==> config.mk <==
export PLATFORM = sky130hd
export DESIGN_NAME = audio_dac_serializer
export DESIGN_NICKNAME = d
export VERILOG_FILES = /design/src/rtl/audio_pkg.sv /design/src/rtl/audio_frame_fifo.sv /design/src/rtl/audio_dac_serializer.sv
export SDC_FILE = /design/constraint.sdc
export NUM_CORES = 1
export LEC_CHECK = 0
export ABC_AREA = 1
export BUFFER_PORTS_ARGS = -buffer_cell sky130_fd_sc_hd__clkbuf_2
export CAP_MARGIN = 20
export CORE_MARGIN = 2
export CORE_UTILIZATION = 45
export DETAILED_ROUTE_END_ITERATION = 8
export SKIP_CTS_REPAIR_TIMING = 1
export SYNTH_ARGS = -nofsm -noshare
export SYNTH_HDL_FRONTEND = slang
export SYNTH_SLANG_ARGS = --single-unit
==> constraint.sdc <==
create_clock -name clk_50_clk -period 2.99 [get_ports clk_50_clk]
set_input_delay 0.1495 -clock clk_50_clk [delete_from_list [all_inputs] [get_ports clk_50_clk]]
set_output_delay 0.1495 -clock clk_50_clk [all_outputs]
set_load 0.01 [all_outputs]
==> src/rtl/audio_pkg.sv <==
// Shared types for the audio DAC serializer: default sample width, stereo
// frame record and the serializer state encoding.
package audio_pkg;

  localparam int SAMPLE_W_DEFAULT = 16;

  typedef struct packed {
    logic [SAMPLE_W_DEFAULT-1:0] left;
    logic [SAMPLE_W_DEFAULT-1:0] right;
  } audio_frame_t;

  typedef enum logic [1:0] {IDLE, DELAY, SHIFT, PAD} dac_state_t;

endpackage

==> src/rtl/audio_frame_fifo.sv <==
// Synchronous frame FIFO. Read data is registered: the popped frame appears on
// rd_data_o in the cycle after pop_i is accepted.
module audio_frame_fifo
  import audio_pkg::*;
#(
  parameter type frame_t    = audio_frame_t,
  parameter int  FIFO_DEPTH = 8
) (
  input  logic                        clk_i,
  input  logic                        rst_ni,
  input  logic                        push_i,
  input  frame_t                      wr_data_i,
  input  logic                        pop_i,
  output frame_t                      rd_data_o,
  output logic                        full_o,
  output logic                        empty_o,
  output logic [$clog2(FIFO_DEPTH):0] level_o
);

  localparam int AW = $clog2(FIFO_DEPTH);

  frame_t        mem [FIFO_DEPTH];
  frame_t        rd_data_q;
  logic [AW-1:0] wr_ptr_q, wr_ptr_d;
  logic [AW-1:0] rd_ptr_q, rd_ptr_d;
  logic [AW:0]   level_q, level_d;
  logic          do_push, do_pop;

  // Depth is a power of two, so the level MSB alone marks full.
  assign full_o    = level_q[AW];
  assign empty_o   = (level_q == '0);
  assign do_push   = push_i && !full_o;
  assign do_pop    = pop_i && !empty_o;
  assign rd_data_o = rd_data_q;
  assign level_o   = level_q;

  always_comb begin
    wr_ptr_d = wr_ptr_q;
    rd_ptr_d = rd_ptr_q;
    level_d  = level_q;
    if (do_push) wr_ptr_d = wr_ptr_q + 1'b1;
    if (do_pop)  rd_ptr_d = rd_ptr_q + 1'b1;
    case ({do_push, do_pop})
      2'b10:   level_d = level_q + 1'b1;
      2'b01:   level_d = level_q - 1'b1;
      default: level_d = level_q;
    endcase
  end

  always_ff @(posedge clk_i) begin
    if (do_push) mem[wr_ptr_q] <= wr_data_i;
    rd_data_q <= mem[rd_ptr_q];
  end

  always_ff @(posedge clk_i or negedge rst_ni) begin
    if (!rst_ni) begin
      wr_ptr_q <= '0;
      rd_ptr_q <= '0;
      level_q  <= '0;
    end else begin
      wr_ptr_q <= wr_ptr_d;
      rd_ptr_q <= rd_ptr_d;
      level_q  <= level_d;
    end
  end

endmodule

==> src/rtl/audio_dac_serializer.sv <==
// I2S DAC serializer slaved to oversampled codec BCLK/DACLRCK.
// Build option AUDIO_DAC_HOLD_LAST_EN: on underrun repeat the last frame instead of silence.
module audio_dac_serializer
  import audio_pkg::*;
#(
  parameter int SAMPLE_W    = SAMPLE_W_DEFAULT,
  parameter int FIFO_DEPTH  = 8,
  parameter int SYNC_STAGES = 2
) (
  input  logic                        clk_50_clk,
  input  logic                        reset_n_reset_n,
  input  logic                        enable,
  input  logic [SAMPLE_W-1:0]         s_left,
  input  logic [SAMPLE_W-1:0]         s_right,
  input  logic                        s_valid,
  output logic                        s_ready,
  input  logic                        audio_out_BCLK,
  input  logic                        audio_out_DACLRCK,
  output logic                        audio_out_DACDAT,
  output logic [$clog2(FIFO_DEPTH):0] fifo_level,
  output logic                        underrun
);

  localparam int CW = $clog2(SAMPLE_W);

  typedef struct packed {
    logic [SAMPLE_W-1:0] left;
    logic [SAMPLE_W-1:0] right;
  } word_pair_t;

  logic [SYNC_STAGES-1:0] bclk_sync_q, lrck_sync_q;
  logic                   bclk_hist_q, lrck_at_fall_q;
  logic                   bclk_s, lrck_s, bclk_fall, lrck_edge, left_bnd;

  dac_state_t             state_q;
  logic [CW-1:0]          bitcnt_q;
  logic                   chan_q, load_q, dacdat_q, underrun_q;
  logic [SAMPLE_W-1:0]    hold_l_q, hold_r_q, cur_word;

  word_pair_t             wr_frame, rd_frame;
  logic                   fifo_full, fifo_empty, fifo_pop;

  assign bclk_s    = bclk_sync_q[SYNC_STAGES-1];
  assign lrck_s    = lrck_sync_q[SYNC_STAGES-1];
  assign bclk_fall = bclk_hist_q & ~bclk_s;
  // LRCK is only judged at BCLK falls, matching where the codec moves it.
  assign lrck_edge = bclk_fall & (lrck_s != lrck_at_fall_q);
  assign left_bnd  = lrck_edge & ~lrck_s;
  assign fifo_pop  = left_bnd & enable & ~fifo_empty;
  assign cur_word  = chan_q ? hold_r_q : hold_l_q;
  assign wr_frame  = '{left: s_left, right: s_right};

  always_ff @(posedge clk_50_clk or negedge reset_n_reset_n) begin
    if (!reset_n_reset_n) begin
      bclk_sync_q    <= '0;
      lrck_sync_q    <= '0;
      bclk_hist_q    <= 1'b0;
      lrck_at_fall_q <= 1'b0;
    end else begin
      bclk_sync_q <= {bclk_sync_q[SYNC_STAGES-2:0], audio_out_BCLK};
      lrck_sync_q <= {lrck_sync_q[SYNC_STAGES-2:0], audio_out_DACLRCK};
      bclk_hist_q <= bclk_s;
      if (bclk_fall) lrck_at_fall_q <= lrck_s;
    end
  end

  audio_frame_fifo #(
    .frame_t    (word_pair_t),
    .FIFO_DEPTH (FIFO_DEPTH)
  ) u_fifo (
    .clk_i     (clk_50_clk),
    .rst_ni    (reset_n_reset_n),
    .push_i    (s_valid),
    .wr_data_i (wr_frame),
    .pop_i     (fifo_pop),
    .rd_data_o (rd_frame),
    .full_o    (fifo_full),
    .empty_o   (fifo_empty),
    .level_o   (fifo_level)
  );

  always_ff @(posedge clk_50_clk or negedge reset_n_reset_n) begin
    if (!reset_n_reset_n) begin
      state_q    <= IDLE;
      bitcnt_q   <= '0;
      chan_q     <= 1'b0;
      load_q     <= 1'b0;
      dacdat_q   <= 1'b0;
      underrun_q <= 1'b0;
      hold_l_q   <= '0;
      hold_r_q   <= '0;
    end else begin
      underrun_q <= 1'b0;
      load_q     <= 1'b0;
      // FIFO read data lands one cycle after the pop, long before the next BCLK fall.
      if (load_q) begin
        hold_l_q <= rd_frame.left;
        hold_r_q <= rd_frame.right;
      end
      if (bclk_fall) begin
        if (left_bnd) begin
          dacdat_q <= 1'b0;
          chan_q   <= 1'b0;
          if (!enable) begin
            state_q <= IDLE;
          end else begin
            state_q <= DELAY;
            if (fifo_empty) begin
              underrun_q <= 1'b1;
`ifndef AUDIO_DAC_HOLD_LAST_EN
              hold_l_q <= '0;
              hold_r_q <= '0;
`endif
            end else begin
              load_q <= 1'b1;
            end
          end
        end else if (lrck_edge && state_q != IDLE) begin
          state_q  <= DELAY;
          chan_q   <= lrck_s;
          dacdat_q <= 1'b0;
        end else begin
          case (state_q)
            DELAY: begin
              dacdat_q <= cur_word[SAMPLE_W-1];
              bitcnt_q <= CW'(SAMPLE_W-1);
              state_q  <= SHIFT;
            end
            SHIFT: begin
              if (bitcnt_q == '0) begin
                dacdat_q <= 1'b0;
                state_q  <= PAD;
              end else begin
                dacdat_q <= cur_word[bitcnt_q - 1'b1];
                bitcnt_q <= bitcnt_q - 1'b1;
              end
            end
            default: dacdat_q <= 1'b0;
          endcase
        end
      end
    end
  end

  assign s_ready          = ~fifo_full;
  assign audio_out_DACDAT = dacdat_q;
  assign underrun         = underrun_q;

endmodule

==> key figures, run 1 <==
Timing
  • Crit share post-route: 0.7593
  • Setup_tns: 0 ps
  • Min cycle time layout: 2270 ps
  • F_max: 440.5 MHz
  • Final setup viols: 0
  • Hold Vio Cnt, Final: 1
  • Fin. max-slew vios: 0
  • Final clock skew: 13.79 ps
  • Hold slack final: -3.197 ps
  • Worst-Margin Slew: 799.2 ps
  • Unrepaired setup endpoints after global routing: false
  • Relative slew slack: 0.4659

Power and ir drop
  • Switching part of the total: 0.3236
  • Logic pwr share: 0.268
  • Sequential Power Share: 0.418
  • Clock network power share: 0.314
  • Pleak: 5.825 nW
  • Pwr/cell area: 950.7 mW/mm^2
  • Worst vdd ir: 0.4208 mV
  • Internal: approximately 10 mW
  • Psw: 4.848 mW

Routing
  • Drt wl/cell: 17.73 um
  • Drt drc: 0
  • DRT antenna net count: 0
  • Vias: 8496
  • Initial DRC Count: 765
  • Final WL: ~29000 um
  • Vias per cell: 5.225
  • Drt first pass iters: 5

Finish
  • # diodes: 0
  • Fillers: 2539
  • Multi-input gate area: 0.003207 mm^2
  • Register Area: 0.009786 mm^2
  • Finished Cell Area: 0.01576 mm^2
  • Fin nets: about 1300
  • Area Growth Syn to Fin: 17.03%
  • Share of layout cells above drive strength 1: 0.1206
  • Most frequent cells in the layout: nor2_1 (275), edfxtp_1 (256), o21ai_0 (135)
  • Commonest non-fill, non-tap cell in the layout: nor2_1

Yosys
  • Simple-gate share of the synthesized area: 0.1204
  • Post-synthesis instance area: 0.01347 mm^2
  • Synth Area in Compound Gates: 0.09727
  • Seq/Total Area, Yosys: 0.7261
  • Syn_area_per_cell: 11.94 um^2
  • Post-synthesis mux area share: 0.0008361
  • Mapped Nets: 1176
  • Post-synthesis cell count: 1128
  • #FFs+latches synth: 346
  • Largest family of logic cells by synthesized area: simple AND/OR/NAND/NOR gates
  • Synth Area in XOR/XNOR: 0.005853
  • Adder-Cell Fraction of Synth Area: 0.009290
  • Synth Warn #: 0
  • Synth unique cells: 33

Critical path
  • Worst setup path class: register to register
  • Crit path max-delay cell type: dfrtp_1
  • Crit path max-delay family: simple AND/OR/NAND/NOR gates
  • Worst-path fanout max: 6
  • Slowest cell delay on critical path: 400 ps
  • CP Launch Type: register
  • Crit path cell chain: nor2_4 > inv_2 > nor2_2 > nand2_1 > inv_2 > nand2_4 > nor2_4 > ha_1 > nand2_1 > inv_1 > nor2_1 > ha_1 > a21oi_1 > xor2_1 > o21ai_0
  • CP Data Arrival Time: 2660 ps
  • Crit. End Element: register
  • WP buf/inv: 3
  • Worst EP required: 3380 ps

Status
  • Outcome: finished with violations
  • Failing checks: negative hold slack

Place
  • DP Area: 0.01411 mm^2
  • Port bufs: 44
  • GPL Wtd Cong: 0.8539
  • HPWL Detailed: roughly 16000 um

Clocking
  • CTS sink cnt: about 350
  • Clk slew on worst S/H paths: 60 ps
  • Max Root-Sink Buffers: 3
  • H-tree depth: 2
  • Clock Latency Late Sink: 510 ps
  • Total CTS buffers: 37
  • TritonCTS clock tree: yes
  • CTS root buffer: clkbuf_16

GRT
  • First-pass GRT wire length: 45480 um
  • Largest net degree at the start of global routing: 69
  • Global-route usage over all layers: 0.1889
  • Initial antenna violation count: 0
  • Total global routing overflow: 0
  • Number of global-route vias before repair: between 8000 and 9000

Die
  • Core area: about 0.030 mm^2
  • Die width: 177 um
  • Die Y: about 180 um
  • Die Area: roughly 0.031 mm^2
  • Initial Utilization: 0.4556
  • Num rows: 63
  • IO Pins: between 40 and 50

Job
  • Max cap viols: 0

Worst hold path
  • Hold Crit Class: input port to register
-- final cells by class --
class                           instances  area share
Clock buffer                           55     0.07018
Clock inverter                         13     0.01095
Inverter                               50     0.01199
Multi-Input combinational cell        668      0.2035
Sequential cell                       346      0.6209
Tap cell                              390     0.03096
Timing Repair Buffer                  104     0.05160
-- worst min-delay path, cell delays in order --
cell and delay (ps):
clkbuf_2 70, nand2_1 110, nand2_1 80, nand2_1 60
-- logic make-up (layout without fill, tap and decap cells) --
family / Yosys count / after routing
muxes: 1 / 1
adders and majority gates: 10 / 10
xor gates and xnor gates: 9 / 9
and+or+nand+nor: 405 / 405
buffers and inverters: 114 / 222
AOI/OAI and AO/OA: 243 / 243
DFF: 346 / 346
-- power groups by stage --
stage | registers [mW] | clock network, mW | logic, mW
after floorplan | 6.16 | 0 | 3.00
after global placement | 6.33 | 0 | 3.95
after detailed placement | 6.35 | 0 | 4.00
after CTS | 6.26 | 4.79 | 4.01
after global routing | 6.32 | 5.01 | 4.60
final | 6.26 | 4.70 | 4.02
-- cell usage after synthesis --
cell	n	area, um^2
nor3_1	2	10.01
o211ai_1	1	7.510
buf_2	13	65.06
a31oi_1	32	200.2
dfxtp_1	32	640.6
o21ai_0	135	675.7
buf_6	9	101.4
nand2_4	1	11.26
inv_2	5	18.77
nor2_4	3	33.78
buf_1	2	7.510
o221ai_1	1	8.760
a22oi_1	3	22.52
nor2_2	1	6.260
xnor2_1	2	17.52
edfxtp_1	256	7687
ha_1	10	125.1
nand2_1	78	292.8
mux2_2	1	11.26
xor2_1	7	61.31
nor4_4	1	21.27
a21oi_1	37	185.2
o21ai_1	2	10.01
nor2_1	283	1062
clkbuf_1	32	120.1
nand3_1	34	170.2
inv_1	44	165.2
dfrtp_1	58	1451
clkinv_1	1	3.750
buf_4	8	60.06
o22ai_1	32	200.2
or2_2	1	6.260
nand3b_1	1	7.510
-- worst paths after layout --
path / startpoint / to / slack [ps] / depth (start not counted)
min reg2reg: lrck_sync_q[0]$_DFF_PN0_ / lrck_sync_q[1]$_DFF_PN0_ / 370 / 0
min: s_valid / u_fifo.wr_ptr_q[0]$_DFFE_PN0P_ / -3 / 4
max in group asynchronous: reset_n_reset_n / hold_r_q[5]$_DFF_PN0_ / 2310 / 3
max: bclk_sync_q[1]$_DFF_PN0_ / u_fifo.level_o[2]$_DFFE_PN0P_ / 720 / 15
max reg2reg: bclk_sync_q[1]$_DFF_PN0_ / u_fifo.level_o[2]$_DFFE_PN0P_ / 720 / 15
min in group asynchronous: reset_n_reset_n / hold_r_q[7]$_DFF_PN0_ / 200 / 3
-- routing by layer --
| metal | share of wire | wire length, um | global-route usage |
|---|---|---|---|
| met1 | 0.45 | 13020 | 0.2583 |
| met2 | 0.49 | 14050 | 0.3181 |
| met3 | 0.042 | 1204 | 0.02835 |
| met4 | 0.019 | 558 | 0.04752 |
| met5 | 0 | 0 | 0 |
-- flip-flops by register name (all words and copies together) (netlist names), 2 cells and up --
name	cells
hold_l_q	16
u_fifo.wr_ptr_q	3
state_q	2
u_fifo.rd_ptr_q	3
hold_r_q	16
u_fifo.rd_data_o	32
u_fifo.mem	256
u_fifo.level_o	4
bclk_sync_q	2
bitcnt_q	4
lrck_sync_q	2
-- metrics by stage --
stage               total power [mW]  instances  worst slack, ps  hold WS, ps  utilization
global placement               10.28       1521            802.9       -42.51       0.4774
detailed placement             10.35       1521            728.1       -47.47       0.4774
floorplan                      9.159       1128            202.6       -146.1            -
finish                         14.98       1626            719.6       -3.197       0.5332
global route                   15.93       1626            400.4        82.11       0.5332
CTS                            15.07       1589            726.4       -582.1       0.5207
(Power assumes the default switching activity.)
==> run 2, diff against run 1 <==
--- a/config.mk
+++ b/config.mk
@@ -5,7 +5,7 @@
 export SDC_FILE = /design/constraint.sdc
 export NUM_CORES = 1
 export LEC_CHECK = 0
-export ABC_AREA = 1
+export ABC_AREA = 0
 export BUFFER_PORTS_ARGS = -buffer_cell sky130_fd_sc_hd__clkbuf_2
 export CAP_MARGIN = 20
 export CORE_MARGIN = 2
==> constraint.sdc (replaced) <==
create_clock -name clk_50_clk -period 2.3 [get_ports clk_50_clk]
set_input_delay 0.115 -clock clk_50_clk [delete_from_list [all_inputs] [get_ports clk_50_clk]]
set_output_delay 0.115 -clock clk_50_clk [all_outputs]
set_load 0.01 [all_outputs]
==> run 2 against run 1 <==
The flow now finishes without violations. First-iteration DRC count down 42%. Critical endpoint unchanged. Largest cell class unchanged. Final area down 0.20%. Core utilization up 1.5 points.
==> key figures, run 2 <==
Status
  • Outcome: finished, final reports clean (was finished with violations)

Yosys
  • EDFF count, synth: 256 (unchanged)
  • #FFs+latches synth: 346 (unchanged)
  • Synth unique cells: 42 (was 33)
  • Ys async rst share: 0.1676 (unchanged)
  • Synth Warn #: 0 (unchanged)
  • Dominant cell by count in the synthesized netlist: edfxtp_1 (was nor2_1)
  • Post-synth top area share: 0.5854 (was 0.5708)
  • Seq/Total Area, Yosys: 0.7447 (was 0.7261)
  • Synth top area cells: edfxtp_1 (59%), mux4_2 (12%), dfrtp_1 (11%) (was edfxtp_1 (57%), dfrtp_1 (11%), nor2_1 (7.9%))
  • Most frequent cells after synthesis: edfxtp_1 (256), mux4_2 (68), dfrtp_1 (58), nor2_1 (50), mux2i_1 (40) (was nor2_1 (283), edfxtp_1 (256), o21ai_0 (135), nand2_1 (78), dfrtp_1 (58))
  • Mapped Nets: 708 (was 1176)
  • Post-synthesis instance area: 0.01313 mm^2 (was 0.01347 mm^2)
  • Syn_area_per_cell: 19.90 um^2 (was 11.94 um^2)
  • Most area-hungry cell type in the Yosys netlist: edfxtp_1 (unchanged)
  • Dominant synthesized flop cell: edfxtp_1 (unchanged)
  • Post-synthesis cell count: 660 (was 1128)

Power and ir drop
  • Psw: 4.446 mW (was 4.848 mW)
  • Logic pwr share: 0.193 (was 0.268)
  • Pleak: 5.364 nW (was 5.825 nW)
  • Sequential Power Share: 0.451 (was 0.418)
  • Final Power: 17.73 mW (was 14.98 mW)
  • Switching part of the total: 0.2508 (was 0.3236)
  • Pwr/cell area: 1127 mW/mm^2 (was 950.7 mW/mm^2)
  • Worst vdd ir: 0.5118 mV (was 0.4208 mV)
  • Clock network power share: 0.356 (was 0.314)
  • Internal: 13.28 mW (was 10.14 mW)

Die
  • Die width: 174.8 um (was 177 um)
  • Num rows: 62 (was 63)
  • Die Area: 0.03057 mm^2 (was 0.03133 mm^2)
  • IO Pins: 45 (unchanged)
  • Initial Utilization: 0.4575 (was 0.4556)
  • Die Y: 174.8 um (was 177 um)
  • Core area: 0.02870 mm^2 (was 0.02956 mm^2)

Finish
  • Fin nets: 821 (was 1255)
  • Number of flip-flops in the largest register: 256 (unchanged)
  • Share of layout cells above drive strength 1: 0.3059 (was 0.1206)
  • Most frequent cells in the layout: edfxtp_1 (256), mux4_2 (68), dfrtp_1 (55) (was nor2_1 (275), edfxtp_1 (256), o21ai_0 (135))
  • Area Growth Syn to Fin: 19.78% (was 17.03%)
  • # diodes: 0 (unchanged)
  • Largest Register: u_fifo.mem (unchanged)
  • Commonest non-fill, non-tap cell in the layout: edfxtp_1 (was nor2_1)
  • Final core utilization: 0.5480 (was 0.5332)
  • Final std cells w/o fill: 1185 (was 1626)

Routing
  • Drt drc: 0 (unchanged)
  • DRT antenna net count: 0 (unchanged)
  • Final WL: 25620 um (was 28830 um)
  • Vias: 6346 (was 8496)
  • Initial DRC Count: 445 (was 765)
  • Vias per cell: 5.355 (was 5.225)
  • Drt first pass iters: 4 (was 5)
  • Drt wl/cell: 21.62 um (was 17.73 um)

GRT
  • Total global routing overflow: 0 (unchanged)
  • First-pass GRT wire length: 39630 um (was 45480 um)
  • GRT Max-Usage Layer: met2 (unchanged)
  • Met1 GRT Util: 0.2448 (was 0.2583)
  • Met3 Resource Use GR: 0.03068 (was 0.02835)
  • GRT met2 Usage: 0.2739 (was 0.3181)
  • Initial antenna violation count: 0 (unchanged)
  • Global-route usage over all layers: 0.1719 (was 0.1889)
  • Number of global-route vias before repair: 6571 (was 8160)
  • Largest net degree at the start of global routing: 35 (was 69)

Timing
  • Fin. max-slew vios: 0 (unchanged)
  • Final setup viols: 0 (unchanged)
  • Hold Vio Cnt, Final: 0 (was 1)
  • Min cycle time layout: 2150 ps (was 2270 ps)
  • F_max: 465.1 MHz (was 440.5 MHz)
  • Relative slew slack: 0.5597 (was 0.4659)
  • Crit share post-route: 0.9348 (was 0.7593)
  • Worst setup margin: 149.9 ps (was 719.6 ps)
  • Unrepaired setup endpoints after global routing: false (unchanged)
  • Final clock skew: 20.11 ps (was 13.79 ps)
  • Worst-Margin Slew: 654.8 ps (was 799.2 ps)

Place
  • Port bufs: 44 (unchanged)
  • HPWL Detailed: 14330 um (was 15970 um)
  • Setup WS pre-CTS: 49.49 ps (was 728.1 ps)
  • Dpl cells: 1082 (was 1521)
  • GPL Wtd Cong: 0.8316 (was 0.8539)

Critical path
  • CP Launch Type: register (unchanged)
  • Worst EP required: 2670 ps (was 3380 ps)
  • CP Data Arrival Time: 2520 ps (was 2660 ps)
  • Crit. End Element: register (unchanged)
  • Worst-path fanout max: 4 (was 6)
  • Worst setup path class: register to register (unchanged)

Worst hold path
  • Hold Crit Class: input port to async pin (was input port to register)

Clocking
  • CTS root buffer: clkbuf_16 (unchanged)
  • H-tree depth: 2 (unchanged)
  • Total CTS buffers: 36 (was 37)
  • CTS sink cnt: 346 (unchanged)
  • Max Root-Sink Buffers: 3 (unchanged)
  • Clk slew on worst S/H paths: 60 ps (about the same)
  • Clock Latency Late Sink: 520 ps (was 510 ps)
  • TritonCTS clock tree: yes (unchanged)

Job
  • Max cap viols: 0 (unchanged)
-- run 2: cell types whose count changed after synthesis, sizes merged, moves of 32 or more --
cell,before,now
inv,49,7
mux2,1,37
a21oi,37,5
mux2i,0,40
o21ai,137,0
nor2,287,50
a31oi,32,0
mux4,0,68
nand2,79,15
-- run 2: kinds of logic (layout without fill, tap and decap cells) --
logic type,after synthesis,after routing,synth area share
compound gates,19,19,0.01143
flops,346,346,0.7447
buf+inv,39,180,0.01724
simple gates,89,89,0.03030
xor+xnor,12,12,0.008003
mux,145,145,0.1788
fa+ha+maj,10,10,0.009527
-- run 2: through the flow --
step                instance area [um^2]  TNS, ps  hold WS (ps)
floorplan                          13140   -86880        -180.6
global placement                   14030        0         5.708
detailed placement                 14030        0         10.14
CTS                                15340        0        -536.9
global route                       15730        0         47.73
finish                             15730        0         20.36
-- run 2: critical path, stage by stage, from the launching register on --
cell	delay, ps
dfrtp_1	430
nor4_4	350
nor2_1	110
ha_1	250
xor2_1	160
ha_1	180
a21oi_1	150
xor2_1	180
nor2_1	70
xor2_1	140
-- run 2: path summary, 6_finish.rpt --
kind,startpoint,end,slack [ps],depth (start not counted)
setup / recovery,u_fifo.level_o[3]$_DFFE_PN0P_,u_fifo.level_o[2]$_DFFE_PN0P_,150,9
hold / removal,reset_n_reset_n,underrun$_DFF_PN0_,20,2
setup reg to reg,u_fifo.level_o[3]$_DFFE_PN0P_,u_fifo.level_o[2]$_DFFE_PN0P_,150,9
hold reg to reg,bclk_sync_q[0]$_DFF_PN0_,bclk_sync_q[1]$_DFF_PN0_,380,0
max in group asynchronous,reset_n_reset_n,hold_l_q[5]$_DFF_PN0_,1620,3
min in group clk_50_clk,s_valid,u_fifo.wr_ptr_q[0]$_DFFE_PN0P_,140,4
-- run 2: area by class of cell --
| cell class | instances | area [um^2] |
|---|---|---|
| sequential | 346 | 9786 |
| timing repair buffer | 107 | 908.4 |
| multi-input combinational | 275 | 3212 |
| clock inverter | 17 | 274.0 |
| clock buffer | 49 | 1044 |
| inverter | 7 | 26.28 |
| fill | 2214 | 12970 |
| tap | 384 | 480.5 |
-- run 2: power groups by stage --
| stage | registers (mW) | logic [mW] | clock network [mW] |
|---|---|---|---|
| 2_1_floorplan | 7.79 | 2.77 | 0 |
| 3_3_place_gp | 8.09 | 3.32 | 0 |
| 3_5_place_dp | 8.12 | 3.39 | 0 |
| 4_1_cts | 8.00 | 3.42 | 6.45 |
| 5_1_grt | 8.07 | 3.75 | 6.71 |
| 6_report | 8.00 | 3.42 | 6.31 |
-- run 2: layer usage --
layer / wire [um] / vias to the layer above
met5: 0 / -
met3: 935 / 48
met4: 533 / 0
met1: 11670 / 3357
met2: 12480 / 114
li1: - / 2827
==> run 3, diff against run 2 <==
--- a/config.mk
+++ b/config.mk
@@ -5,7 +5,7 @@
 export SDC_FILE = /design/constraint.sdc
 export NUM_CORES = 1
 export LEC_CHECK = 0
-export ABC_AREA = 0
+export ABC_AREA = 1
 export BUFFER_PORTS_ARGS = -buffer_cell sky130_fd_sc_hd__clkbuf_2
 export CAP_MARGIN = 20
 export CORE_MARGIN = 2
==> run 3 against run 2 <==
Global-route usage up 1.0 points. Power increased by 8.7%. Sequential share of layout area down 0.75 points. Clock skew is 1.4 ps higher. Worst hold slack improved by 82 ps. Count of clock-buffer cells in the layout grew 4. Register-to-register slack improved by 60 ps. Via count up 32%. Cell count increased by 38%. Fmax grew 2.7%. Die area increased by 2.5%.
==> key figures, run 3 (synthesis gave the netlist of run 1 again) <==
Routing
  • Vias: 8346 (was 6346)
  • Drt wl/cell: 17.05 um (was 21.62 um)
  • Final WL: 27850 um (was 25620 um)
  • Vias per cell: 5.111 (was 5.355)
  • DRT antenna net count: 0 (unchanged)
  • Initial DRC Count: 496 (was 445)
  • Drt first pass iters: 5 (was 4)
  • Drt drc: 0 (unchanged)

Critical path
  • Worst setup path class: register to register (unchanged)
  • Worst-path fanout max: 6 (was 4)
  • Crit. End Element: register (unchanged)
  • Worst EP required: 2690 ps (was 2670 ps)
  • CP Data Arrival Time: 2490 ps (was 2520 ps)
  • CP Launch Type: register (unchanged)

Timing
  • Final clock skew: 21.53 ps (was 20.11 ps)
  • Min cycle time layout: 2093 ps (was 2150 ps)
  • Setup_tns: 0 ps (unchanged)
  • Worst setup margin: 206.9 ps (was 149.9 ps)
  • Fin. max-slew vios: 0 (unchanged)
  • F_max: 477.8 MHz (was 465.1 MHz)
  • Unrepaired setup endpoints after global routing: false (unchanged)
  • Crit share post-route: 0.9100 (was 0.9348)
  • Worst-Margin Slew: 809.8 ps (was 654.8 ps)
  • Relative slew slack: 0.4601 (was 0.5597)
  • Final setup viols: 0 (unchanged)
  • Hold Vio Cnt, Final: 0 (unchanged)

Power and ir drop
  • Worst vdd ir: 0.6394 mV (was 0.5118 mV)
  • Sequential Power Share: 0.417 (was 0.451)
  • Logic pwr share: 0.288 (was 0.193)
  • Switching part of the total: 0.3276 (was 0.2508)
  • Clock network power share: 0.295 (was 0.356)
  • Psw: 6.311 mW (was 4.446 mW)
  • Internal: 12.95 mW (was 13.28 mW)
  • Pwr/cell area: 1210 mW/mm^2 (was 1127 mW/mm^2)
  • Final Power: 19.26 mW (was 17.73 mW)
  • Pleak: 5.886 nW (was 5.364 nW)

Clocking
  • Max Root-Sink Buffers: 3 (unchanged)
  • Clk slew on worst S/H paths: 60 ps (about the same)
  • TritonCTS clock tree: yes (unchanged)
  • Total CTS buffers: 37 (was 36)
  • Clock Latency Late Sink: 520 ps (about the same)
  • CTS root buffer: clkbuf_16 (unchanged)
  • CTS sink cnt: 346 (unchanged)
  • H-tree depth: 2 (unchanged)

GRT
  • Global-route usage over all layers: 0.1821 (was 0.1719)
  • First-pass GRT wire length: 44150 um (was 39630 um)
  • Initial antenna violation count: 1 (was 0)
  • Number of global-route vias before repair: 8046 (was 6571)
  • Total global routing overflow: 0 (unchanged)
  • Largest net degree at the start of global routing: 62 (was 35)

Finish
  • Fin nets: 1263 (was 821)
  • Commonest non-fill, non-tap cell in the layout: nor2_1 (was edfxtp_1)
  • # diodes: 0 (unchanged)
  • Fillers: 2485 (was 2214)
  • Largest Register: u_fifo.mem (unchanged)
  • Most frequent cells in the layout: nor2_1 (275), edfxtp_1 (256), o21ai_0 (135) (was edfxtp_1 (256), mux4_2 (68), dfrtp_1 (55))
  • Share of layout cells above drive strength 1: 0.1255 (was 0.3059)
  • Final core utilization: 0.5386 (was 0.5480)
  • Area Growth Syn to Fin: 18.22% (was 19.78%)
  • Number of flip-flops in the largest register: 256 (unchanged)

Status
  • Outcome: finished, final reports clean (unchanged)

Job
  • Max cap viols: 0 (unchanged)

Die
  • Die Area: 0.03133 mm^2 (was 0.03057 mm^2)
  • Num rows: 63 (was 62)
  • Core area: 0.02956 mm^2 (was 0.02870 mm^2)
  • IO Pins: 45 (unchanged)
  • Die Y: 177 um (was 174.8 um)
  • Initial Utilization: 0.4556 (was 0.4575)
  • Die width: 177 um (was 174.8 um)

Place
  • GPL Wtd Cong: 0.8634 (was 0.8316)
  • Setup WS pre-CTS: 151.4 ps (was 49.49 ps)
  • HPWL Detailed: 16440 um (was 14330 um)
  • Port bufs: 44 (unchanged)

Worst hold path
  • Hold Crit Class: input port to register (was input port to async pin)
-- run 3: cell count changes in the layout (fill, tap and decap cells not counted), moves of 35 or more --
cell,delta
mux4_2,-68
nor2_1,+231
o21ai_0,+135
nand2_1,+63
mux2i_1,-40
inv_1,+35
-- run 3: layer usage --
layer,part of all wire,vias to the layer above,GRT usage
li1,-,4112,-
met2,0.48,170,0.2886
met3,0.042,43,0.02899
met5,0,-,0
met4,0.021,0,0.06198
met1,0.46,4021,0.2574
-- run 3: cell type report --
type	count	area, um^2	area share
Sequential cell	346	9786	0.6146
Multi-Input combinational cell	668	3227	0.2027
Timing Repair Buffer	112	1059	0.06648
Clock buffer	53	1031	0.06475
Tap cell	390	488.0	0.03065
Inverter	50	188.9	0.01187
Clock inverter	14	142.6	0.008959
-- run 3: per-stage QoR --
step                area [um^2]  hold slack [ps]  std cells
floorplan                 13480           -180.6       1128
global placement          14370            225.4       1530
detailed placement        14370            227.3       1530
CTS                       15540           -302.6       1597
global route              15920            106.6       1633
finish                    15920            101.9       1633
-- run 3: critical path, cell delays in order, from the launching register on --
cell	delay, ps
dfrtp_1	400
nor2_4	150
inv_2	80
nor2_2	100
nand2_1	80
inv_2	80
nand2_4	70
nor2_4	120
ha_4	180
nand2_1	60
inv_1	70
nor2_1	50
ha_1	170
a21oi_1	140
xor2_1	140
o21ai_0	80
-- run 3: final timing paths --
| check | from | endpoint | slack (ps) | depth (start not counted) |
|---|---|---|---|---|
| worst max-delay path | bclk_sync_q[1]$_DFF_PN0_ | u_fifo.level_o[2]$_DFFE_PN0P_ | 210 | 15 |
| worst min-delay path | s_valid | u_fifo.wr_ptr_q[0]$_DFFE_PN0P_ | 100 | 4 |
| worst max register to register | bclk_sync_q[1]$_DFF_PN0_ | u_fifo.level_o[2]$_DFFE_PN0P_ | 210 | 15 |
| worst min register to register | lrck_sync_q[0]$_DFF_PN0_ | lrck_sync_q[1]$_DFF_PN0_ | 390 | 0 |
| max in group asynchronous | reset_n_reset_n | hold_l_q[8]$_DFF_PN0_ | 1450 | 3 |
| min in group asynchronous | reset_n_reset_n | hold_r_q[9]$_DFF_PN0_ | 230 | 2 |
-- run 3: power groups by stage --
stage	clock network [mW]	registers [mW]	logic (mW)
6_report	5.68	8.03	5.55
5_1_grt	6.04	8.12	6.32
4_1_cts	5.80	8.04	5.60
3_5_place_dp	0	8.15	5.58
3_3_place_gp	0	8.14	5.50
2_1_floorplan	0	8.01	3.90
